===== src/rtl/id_pkg.sv =====
// id_pkg: shared defaults, control-bit positions and ID/EX control record for the decode stage.
package id_pkg;
   localparam int DEF_DATA_W = 64;
   localparam int DEF_REG_ADDR_W = 5;
   localparam int DEF_ZERO_REG = 31;
   localparam int CTRL_W = 8;
   localparam int C_REGWRITE = 7;
   localparam int C_MEMWRITE = 6;
   localparam int C_MEMREAD = 5;
   localparam int C_MEMTOREG = 4;
   localparam int C_ALUSRC = 3;
   localparam int C_ALUOP = 0;
   typedef struct packed {
      logic              valid;
      logic              bl;
      logic [CTRL_W-1:0] ctrl;
   } id_ex_t;
   localparam id_ex_t BUBBLE = '0;
   function automatic logic is_mem(input logic [CTRL_W-1:0] c);
      return c[C_MEMREAD] | c[C_MEMWRITE];
   endfunction
endpackage


===== src/rtl/id_fwd_mux.sv =====
// id_fwd_mux: one read port's operand select (zero reg, EX, MEM, WB write-through, register file).
module id_fwd_mux
   import id_pkg::*;
#(
   parameter int DATA_W = DEF_DATA_W,
   parameter int REG_ADDR_W = DEF_REG_ADDR_W,
   parameter int ZERO_REG = DEF_ZERO_REG
) (
   input  logic [REG_ADDR_W-1:0] addr,
   input  logic                  ex_fwd_en,
   input  logic [REG_ADDR_W-1:0] ex_fwd_addr,
   input  logic [DATA_W-1:0]     ex_fwd_data,
   input  logic                  ex_is_load,
   input  logic                  mem_fwd_en,
   input  logic [REG_ADDR_W-1:0] mem_fwd_addr,
   input  logic [DATA_W-1:0]     mem_fwd_data,
   input  logic                  wb_en,
   input  logic [REG_ADDR_W-1:0] wb_addr,
   input  logic [DATA_W-1:0]     wb_data,
   input  logic [DATA_W-1:0]     rf_data,
   output logic [DATA_W-1:0]     data
);
   localparam logic [REG_ADDR_W-1:0] ZR = REG_ADDR_W'(ZERO_REG);
   // a load's EX result is the address, not the data, so it must never be forwarded
   assign data = (addr == ZR) ? '0 :
                 (ex_fwd_en && !ex_is_load && ex_fwd_addr == addr) ? ex_fwd_data :
                 (mem_fwd_en && mem_fwd_addr == addr) ? mem_fwd_data :
                 (wb_en && wb_addr == addr) ? wb_data : rf_data;
endmodule


===== src/rtl/id_stage_pipe.sv =====
// id_stage_pipe: pipelined decode/operand fetch with forwarding, load-use stall and ID/EX register.
// Define ID_BRANCH_RESOLVE_EN to add combinational br_taken_id/br_target_id outputs.
module id_stage_pipe
   import id_pkg::*;
#(
   parameter int DATA_W = DEF_DATA_W,
   parameter int REG_ADDR_W = DEF_REG_ADDR_W,
   parameter int NUM_REGS = 32,
   parameter int ZERO_REG = DEF_ZERO_REG
) (
   input  logic                  clk,
   input  logic                  reset,
   input  logic                  id_valid,
   input  logic [DATA_W-1:0]     pc_in,
   input  logic [REG_ADDR_W-1:0] Rn,
   input  logic [REG_ADDR_W-1:0] Rm,
   input  logic [REG_ADDR_W-1:0] Rd,
   input  logic                  Reg2Loc,
   input  logic                  UnCondBr,
   input  logic                  BLsignal,
   input  logic [CTRL_W-1:0]     ctrl_in,
   input  logic [18:0]           cond_br_addr,
   input  logic [25:0]           br_addr,
   input  logic [11:0]           imm_in,
   input  logic [8:0]            dt_addr,
   input  logic                  wb_en,
   input  logic [REG_ADDR_W-1:0] wb_addr,
   input  logic [DATA_W-1:0]     wb_data,
   input  logic                  ex_fwd_en,
   input  logic [REG_ADDR_W-1:0] ex_fwd_addr,
   input  logic [DATA_W-1:0]     ex_fwd_data,
   input  logic                  ex_is_load,
   input  logic                  mem_fwd_en,
   input  logic [REG_ADDR_W-1:0] mem_fwd_addr,
   input  logic [DATA_W-1:0]     mem_fwd_data,
   input  logic                  flush,
   output logic                  stall_out,
   output logic                  ex_valid,
   output logic [DATA_W-1:0]     ex_pc,
   output logic [DATA_W-1:0]     ex_da,
   output logic [DATA_W-1:0]     ex_db,
   output logic [DATA_W-1:0]     ex_imm,
   output logic [DATA_W-1:0]     ex_br_off,
   output logic [REG_ADDR_W-1:0] ex_rd,
   output logic [CTRL_W-1:0]     ex_ctrl,
   output logic                  ex_bl
`ifdef ID_BRANCH_RESOLVE_EN
   ,
   output logic                  br_taken_id,
   output logic [DATA_W-1:0]     br_target_id
`endif
);
   localparam logic [REG_ADDR_W-1:0] ZR = REG_ADDR_W'(ZERO_REG);
   logic [DATA_W-1:0] rf [NUM_REGS];
   logic [REG_ADDR_W-1:0] ab;
   logic [DATA_W-1:0] da, db, imm, br_off;
   logic hazard, live;
   id_ex_t nxt, cur;
   assign ab = Reg2Loc ? Rm : Rd;
   assign hazard = !reset && id_valid && ex_is_load && ex_fwd_addr != ZR &&
                   (ex_fwd_addr == Rn || ex_fwd_addr == ab);
   assign stall_out = hazard && !flush;
   assign live = id_valid && !flush && !hazard;
   assign imm = is_mem(ctrl_in) ? DATA_W'($signed(dt_addr)) : DATA_W'(imm_in);
   assign br_off = (UnCondBr ? DATA_W'($signed(br_addr)) : DATA_W'($signed(cond_br_addr))) << 2;
   assign nxt = live ? '{valid: 1'b1, bl: BLsignal, ctrl: ctrl_in} : BUBBLE;
   id_fwd_mux #(.DATA_W(DATA_W), .REG_ADDR_W(REG_ADDR_W), .ZERO_REG(ZERO_REG)) u_fwd_a (
      .addr(Rn), .ex_fwd_en(ex_fwd_en), .ex_fwd_addr(ex_fwd_addr), .ex_fwd_data(ex_fwd_data),
      .ex_is_load(ex_is_load), .mem_fwd_en(mem_fwd_en), .mem_fwd_addr(mem_fwd_addr),
      .mem_fwd_data(mem_fwd_data), .wb_en(wb_en), .wb_addr(wb_addr), .wb_data(wb_data),
      .rf_data(rf[Rn]), .data(da)
   );
   id_fwd_mux #(.DATA_W(DATA_W), .REG_ADDR_W(REG_ADDR_W), .ZERO_REG(ZERO_REG)) u_fwd_b (
      .addr(ab), .ex_fwd_en(ex_fwd_en), .ex_fwd_addr(ex_fwd_addr), .ex_fwd_data(ex_fwd_data),
      .ex_is_load(ex_is_load), .mem_fwd_en(mem_fwd_en), .mem_fwd_addr(mem_fwd_addr),
      .mem_fwd_data(mem_fwd_data), .wb_en(wb_en), .wb_addr(wb_addr), .wb_data(wb_data),
      .rf_data(rf[ab]), .data(db)
   );
   always_ff @(posedge clk) begin
      if (reset) begin
         for (int i = 0; i < NUM_REGS; i++) rf[i] <= '0;
      end else if (wb_en && wb_addr != ZR) begin
         rf[wb_addr] <= wb_data;
      end
   end
   // data fields load every cycle; only the control record distinguishes a bubble
   always_ff @(posedge clk) begin
      if (reset) begin
         cur <= BUBBLE;
         ex_pc <= '0;
         ex_da <= '0;
         ex_db <= '0;
         ex_imm <= '0;
         ex_br_off <= '0;
         ex_rd <= '0;
      end else begin
         cur <= nxt;
         ex_pc <= pc_in;
         ex_da <= da;
         ex_db <= db;
         ex_imm <= imm;
         ex_br_off <= br_off;
         ex_rd <= Rd;
      end
   end
   assign ex_valid = cur.valid;
   assign ex_bl = cur.bl;
   assign ex_ctrl = cur.ctrl;
`ifdef ID_BRANCH_RESOLVE_EN
   assign br_target_id = pc_in + br_off;
   assign br_taken_id = id_valid && !stall_out && !flush && (UnCondBr || db == '0);
`endif
endmodule


===== config.mk =====
export PLATFORM = sky130hd
export DESIGN_NAME = id_stage_pipe
export DESIGN_NICKNAME = d
export VERILOG_FILES = /design/src/rtl/id_pkg.sv /design/src/rtl/id_fwd_mux.sv /design/src/rtl/id_stage_pipe.sv
export SDC_FILE = /design/constraint.sdc
export NUM_CORES = 2
export LEC_CHECK = 0
export CAP_MARGIN = 25
export CORE_AREA = 2 2 694 696
export DETAILED_ROUTE_END_ITERATION = 16
export DIE_AREA = 0 0 696 698
export GPL_TIMING_DRIVEN = 0
export PLACE_DENSITY = 0.47
export SETUP_SLACK_MARGIN = 0.05
export SYNTH_ARGS = -nofsm -noshare
export SYNTH_HDL_FRONTEND = slang
export SYNTH_SLANG_ARGS = --single-unit

===== constraint.sdc =====
create_clock -name clk -period 5.1 [get_ports clk]
set_input_delay 0.51 -clock clk [delete_from_list [all_inputs] [get_ports clk]]
set_output_delay 0.51 -clock clk [all_outputs]
set_load 0.02 [all_outputs]

---- Yosys cells after proc, flatten, opt, wreduce, memory -nomap -nowiden ----
Memory sizes are Yosys's and may differ from the RTL's.
Cells that the tools add are included.
word-level totals
  register bits ........................... 284
  memory bits (writable) .................. 2048
  input port bits ......................... 371
  output and inout bits ................... 336
  word-level logic and storage cells ...... 68
  memories ................................ 1
memory list
  memory  words  bits a word  rd ports  clocked after Yosys merged registers in  write ports  line                 source
  rf      32     64           2         0                                        32           id_stage_pipe.sv:54  logic [DATA_W-1:0] rf [NUM_REGS];
cells by class
  equal/unequal tests ..................... 10
  muxes and demuxes ....................... 18
  bitwise operators ....................... 3
  reductions and logical operators ........ 25
operators by type and width
  kind                  number
  $mux W64              7
  $reduce_or A64 Y1     1
  $mux W62              1
  $eq A5 B5 Y1          6
  $logic_and A1 B1 Y1   15
  $mux W12              1
  $eq A5 B5 Y1 const B  2
  $mux W10              1
  $mux W5               2
  $ne A5 B5 Y1 const B  2
  $reduce_or A2 Y1      4
  $mux W1               6
  $logic_not A1 Y1      4
  $not A1 Y1            2
  $logic_or A1 B1 Y1    1
  $or A1 B1 Y1          1

---- Logic depth before layout (Yosys ltp) ----
  word-level depth ........................ 9
  depth in mapped cells ................... 13
  gate-level depth less buffers ........... 6

---- Cells and area by module ----
A second synthesis with hierarchy kept.
unflattened totals
  cells, all modules ...................... 9804
  area total of the unflattened synthesis .. 121451.5 um2
by module, submodules not included
  module         times used  cells an instance  area each (um2)  seq. area each (um2)
  id_stage_pipe  1           9174               116188.9         66423.7
  id_fwd_mux     2           315                2631.3           0.0

---- Worst setup path before layout ----
No wires, ideal clock.
  path kind ............................... input port to flip-flop
  start point ............................. in reset
  end point ............................... mem rf[31][0] (netlist name), enable pin
  setup time .............................. 444 ps
  data arrival time ....................... 2555 ps
  required time ........................... 4656 ps
  path slack .............................. 2101 ps
  stages on the path ...................... 2
  buffers on the path ..................... 2
  cells stage by stage .................... clkbuf_1 > clkbuf_1
RTL lines
  item             line                 source
  start, declared  id_stage_pipe.sv:12  input logic reset,
  end, declared    id_stage_pipe.sv:54

---- Worst setup path after layout ----
  start point ............................. in Rn[0]
  end point ............................... reg ex_da[34]
between the ends
  cells in the longest elaborated chain, start to end .. 5
  elaborated cells between the ends (all ways) .. 12
  classes of those cells .................. eq/ne: 4; mux: 3; reduce/logical: 4; memory: 1
RTL lines
  item                                                     line                 source
  start, declared                                          id_stage_pipe.sv:15  input logic [REG_ADDR_W-1:0] Rn,
  branches (longest 5 deep; another with $mem_v2 Z32 W64)  --
  end signal, assigned                                     id_stage_pipe.sv:91  ex_da <= '0;
  end signal, assigned                                     id_stage_pipe.sv:99  ex_da <= da;
  end, declared                                            id_stage_pipe.sv:40  output logic [DATA_W-1:0] ex_da,
Several ways; the timed one is not identified.
A chain may end at the register's enable or synchronous reset.

==> flow_summary.yaml <==
floorplan:
  core_um2: 478000
  initial_core_util_pct: 25.0
  die-width_um: 696
  num_rows: 254
  boundaryPins: 707
  dieArea_um2: 486000
  die_height_um: 698
final_layout:
  drive_gt1_share_pct: 17.8
  final_cells: 17099
  final_nets: 10772
  fin_util_pct: 31.1
  synthToLayoutAreaGrowth_pct: 24.3
  fin_area_um2: 148000
logic_synthesis:
  async_flop_share_pct: 0
  yosysWarningCount: 0
  synthCells: 9116
  synth_cell_types: 64
  synth-edff-count: 2048
  yosysSeqAreaShare_pct: 55.6
  synth_ff_type: "edfxtp_1"
  syn_avg_cell_area_um2: 13.1
  synth-seq-cells: 2294
  syn_area_um2: 119000
place:
  dp_slack_ns: -1.16
  dp_hpwl_mm: 587
  dpl-instance-area_um2: 139000
  gp_congestion: 1.04
  dp.cells: 16485
  io_buffers: 693
drt:
  vias_per_cell: 5.67
  drc: 0
  vias: 96886
  drt_iter0_drc: 17048
  dr.pass1.iters: 8
  drt-wirelength-per-cell_um: 44.1
  totalWireLength_mm: 753
  antenna_left: 0
power:
  fin_total_pwr_mw: 52.8
  p_leak_nw: 51.6
  vdd_drop_max_uv: 229
  power_density_nw_per_um2: 356
outcome:
  status: "finished, violations left"
  failed_checks: "setup timing"
critical_path:
  worst-path-max-fanout: 10
  crit_required_ns: 5.75
  crit_type: "in -> reg"
  cp.arrival_ns: 6.01
  startpoint_type: "primary input"
  worstSetupEndpointType: "flip-flop"
timing:
  worst_pin_slew_ns: 1.36
  slew_viol_final: 0
  max_freq_mhz: 187
  finalHoldViolCount: 0
  rsz0062_at_grt: "no"
  fin_setup_tns_ns: -0.720
  setup_viol: 8
  relSlewSlack_pct: 9.13
  final.setup_skew_ns: 0.0604
  fin_crit_ns: 5.36
  final.period_utilization_pct: 105
  fin_ws_ns: -0.256
  holdWs_ns: 0.0982
job:
  cap_violations: 0
grt:
  grt_pass1_wl_mm: 945
  grt_pass1_vias: 91643
  antenna_found_initial: 141
  grt_use_total_pct: 29.9
  overflow: 0
  grt_max_degree: 45
cts:
  clk_latency_ns: 1.00
  htreeDepth: 5
  cts_root_buf: "clkbuf_16"
  numCtsBuffers: 287
  cts_tree: "done"
  cts_setup_buffers: 0
  clkSinkCount: 2294
  cts.path.max_buffers: 4
  cts.clk_slew.worst_paths_ns: 0.06
hold_path:
  min_path_type: "in -> reg"
==> cell type report <==
cell class	instances	area, um2
antenna	80	200
clock buffer	374	7910
sequential	2294	66400
tap	6400	8010
timing repair buffer	931	11000
fill	48067	329000
multi-input combinational	5819	48700
clock inverter	133	1200
inverter	5	18.8
buffer	1063	4890
==> critical path, cell delays in order <==
cell,delay [ns]
clkbuf_1,0.65
buf_2,0.64
buf_2,0.63
buf_2,0.69
a41oi_1,0.28
nor4bb_1,0.21
buf_2,0.43
buf_1,0.66
nand2_1,0.63
o211ai_1,0.59
==> state kept, by name, indices dropped and copies added, names as in the netlist <==
| signal | cells |
|---|---|
| ex_rd | 5 |
| ex_br_off | 26 |
| ex_imm | 13 |
| ex_bl | 1 |
| ex_da | 64 |
| rf | 2048 |
| ex_db | 64 |
| ex_valid | 1 |
| ex_ctrl | 8 |
| ex_pc | 64 |
==> repair_timing <==
action / CTS / global route
gates resized for setup: 1 / 2
hold buffers: 2 / 0
endpoints found under the setup margin: 22 / 1
hold endpoints to repair: 2 / 0
==> cells in the mapped netlist, drive strengths merged, types with 17 or more instances <==
cell     number  share of area [%]
a221oi       80               0.59
edfxtp     2048                 52
a21o         37               0.23
a21oi       220               0.92
o21ai        57               0.24
o22ai       148               0.78
a22oi        20               0.13
a221o        65               0.55
mux2         17               0.17
a211oi       31               0.21
or2          34               0.18
nand4        62               0.32
nand2       825                2.6
nor2        198               0.63
buf         334                1.7
a31oi        65               0.34
o32ai        63               0.81
and2       2013                 11
nand3       198               0.83
mux2i       453                3.8
dfxtp       246                4.1
mux4        711                 13
xnor2        23               0.17
clkbuf      729                2.3
a222oi       67               0.56
a2111oi      32               0.23
a32oi        61               0.45
nor2b        85               0.45
o211ai       41               0.26
a31o         29               0.21
and3         30               0.16
==> worst paths after layout <==
path	start	to	slack (ns)	depth (start not counted)
worst max-delay path	Rn[0]	ex_da[34]	-0.26	10
worst min-delay path	pc_in[33]	ex_pc[33]	0.1	2
worst max register to register	rf[5][48]	ex_da[48]	1.75	6
worst min register to register	rf[14][9]	ex_db[9]	0.90	5
==> metal layers <==
layer	routed length (um)	global-route usage (%)	vias up
li1	-	-	36710
met1	275000	36.6	50548
met2	315000	43.1	7944
met3	88900	9.01	1644
met4	74000	24.6	40
met5	284	0	-
==> cell usage in the layout, fill, tap and decap left out, types with 64 or more instances in the layout <==
| cell | netlist | routed |
|---|---|---|
| a221o_1 | 65 | 65 |
| a31oi_1 | 65 | 65 |
| conb_1 | 1 | 66 |
| a222oi_1 | 67 | 67 |
| nor2b_1 | 85 | 85 |
| nand2_1 | 825 | 825 |
| o22ai_1 | 148 | 148 |
| buf_16 | 0 | 65 |
| clkbuf_2 | 0 | 64 |
| mux2i_1 | 451 | 450 |
| diode_2 | 0 | 80 |
| clkbuf_16 | 0 | 301 |
| a21oi_1 | 220 | 220 |
| buf_4 | 124 | 169 |
| edfxtp_1 | 2048 | 2048 |
| nor2_1 | 197 | 197 |
| buf_8 | 0 | 92 |
| nand3_1 | 198 | 198 |
| mux4_2 | 711 | 711 |
| clkdlybuf4s50_1 | 0 | 692 |
| and2_1 | 2013 | 2013 |
| dfxtp_1 | 246 | 246 |
| a221oi_1 | 80 | 80 |
| clkbuf_1 | 726 | 723 |
| buf_2 | 154 | 165 |
==> report_power, final <==
part	internal, mW	switching (mW)	total (mW)
sequential	21.6	0.580	22.2
clock	11.8	8.93	20.7
combinational	3.16	6.72	9.87
total	36.5	16.2	52.8
==> cells by family after synthesis <==
family	Yosys count	synth area share, %
AOI/OAI and AO/OA	1055	6.77
DFF	2294	55.6
and+or+nand+nor	3487	16.0
xor gates and xnor gates	30	0.220
other	1	0.00314
muxes	1181	17.4
buffers and inverters	1068	4.03
No activity file was read; power rests on OpenSTA's default activity.
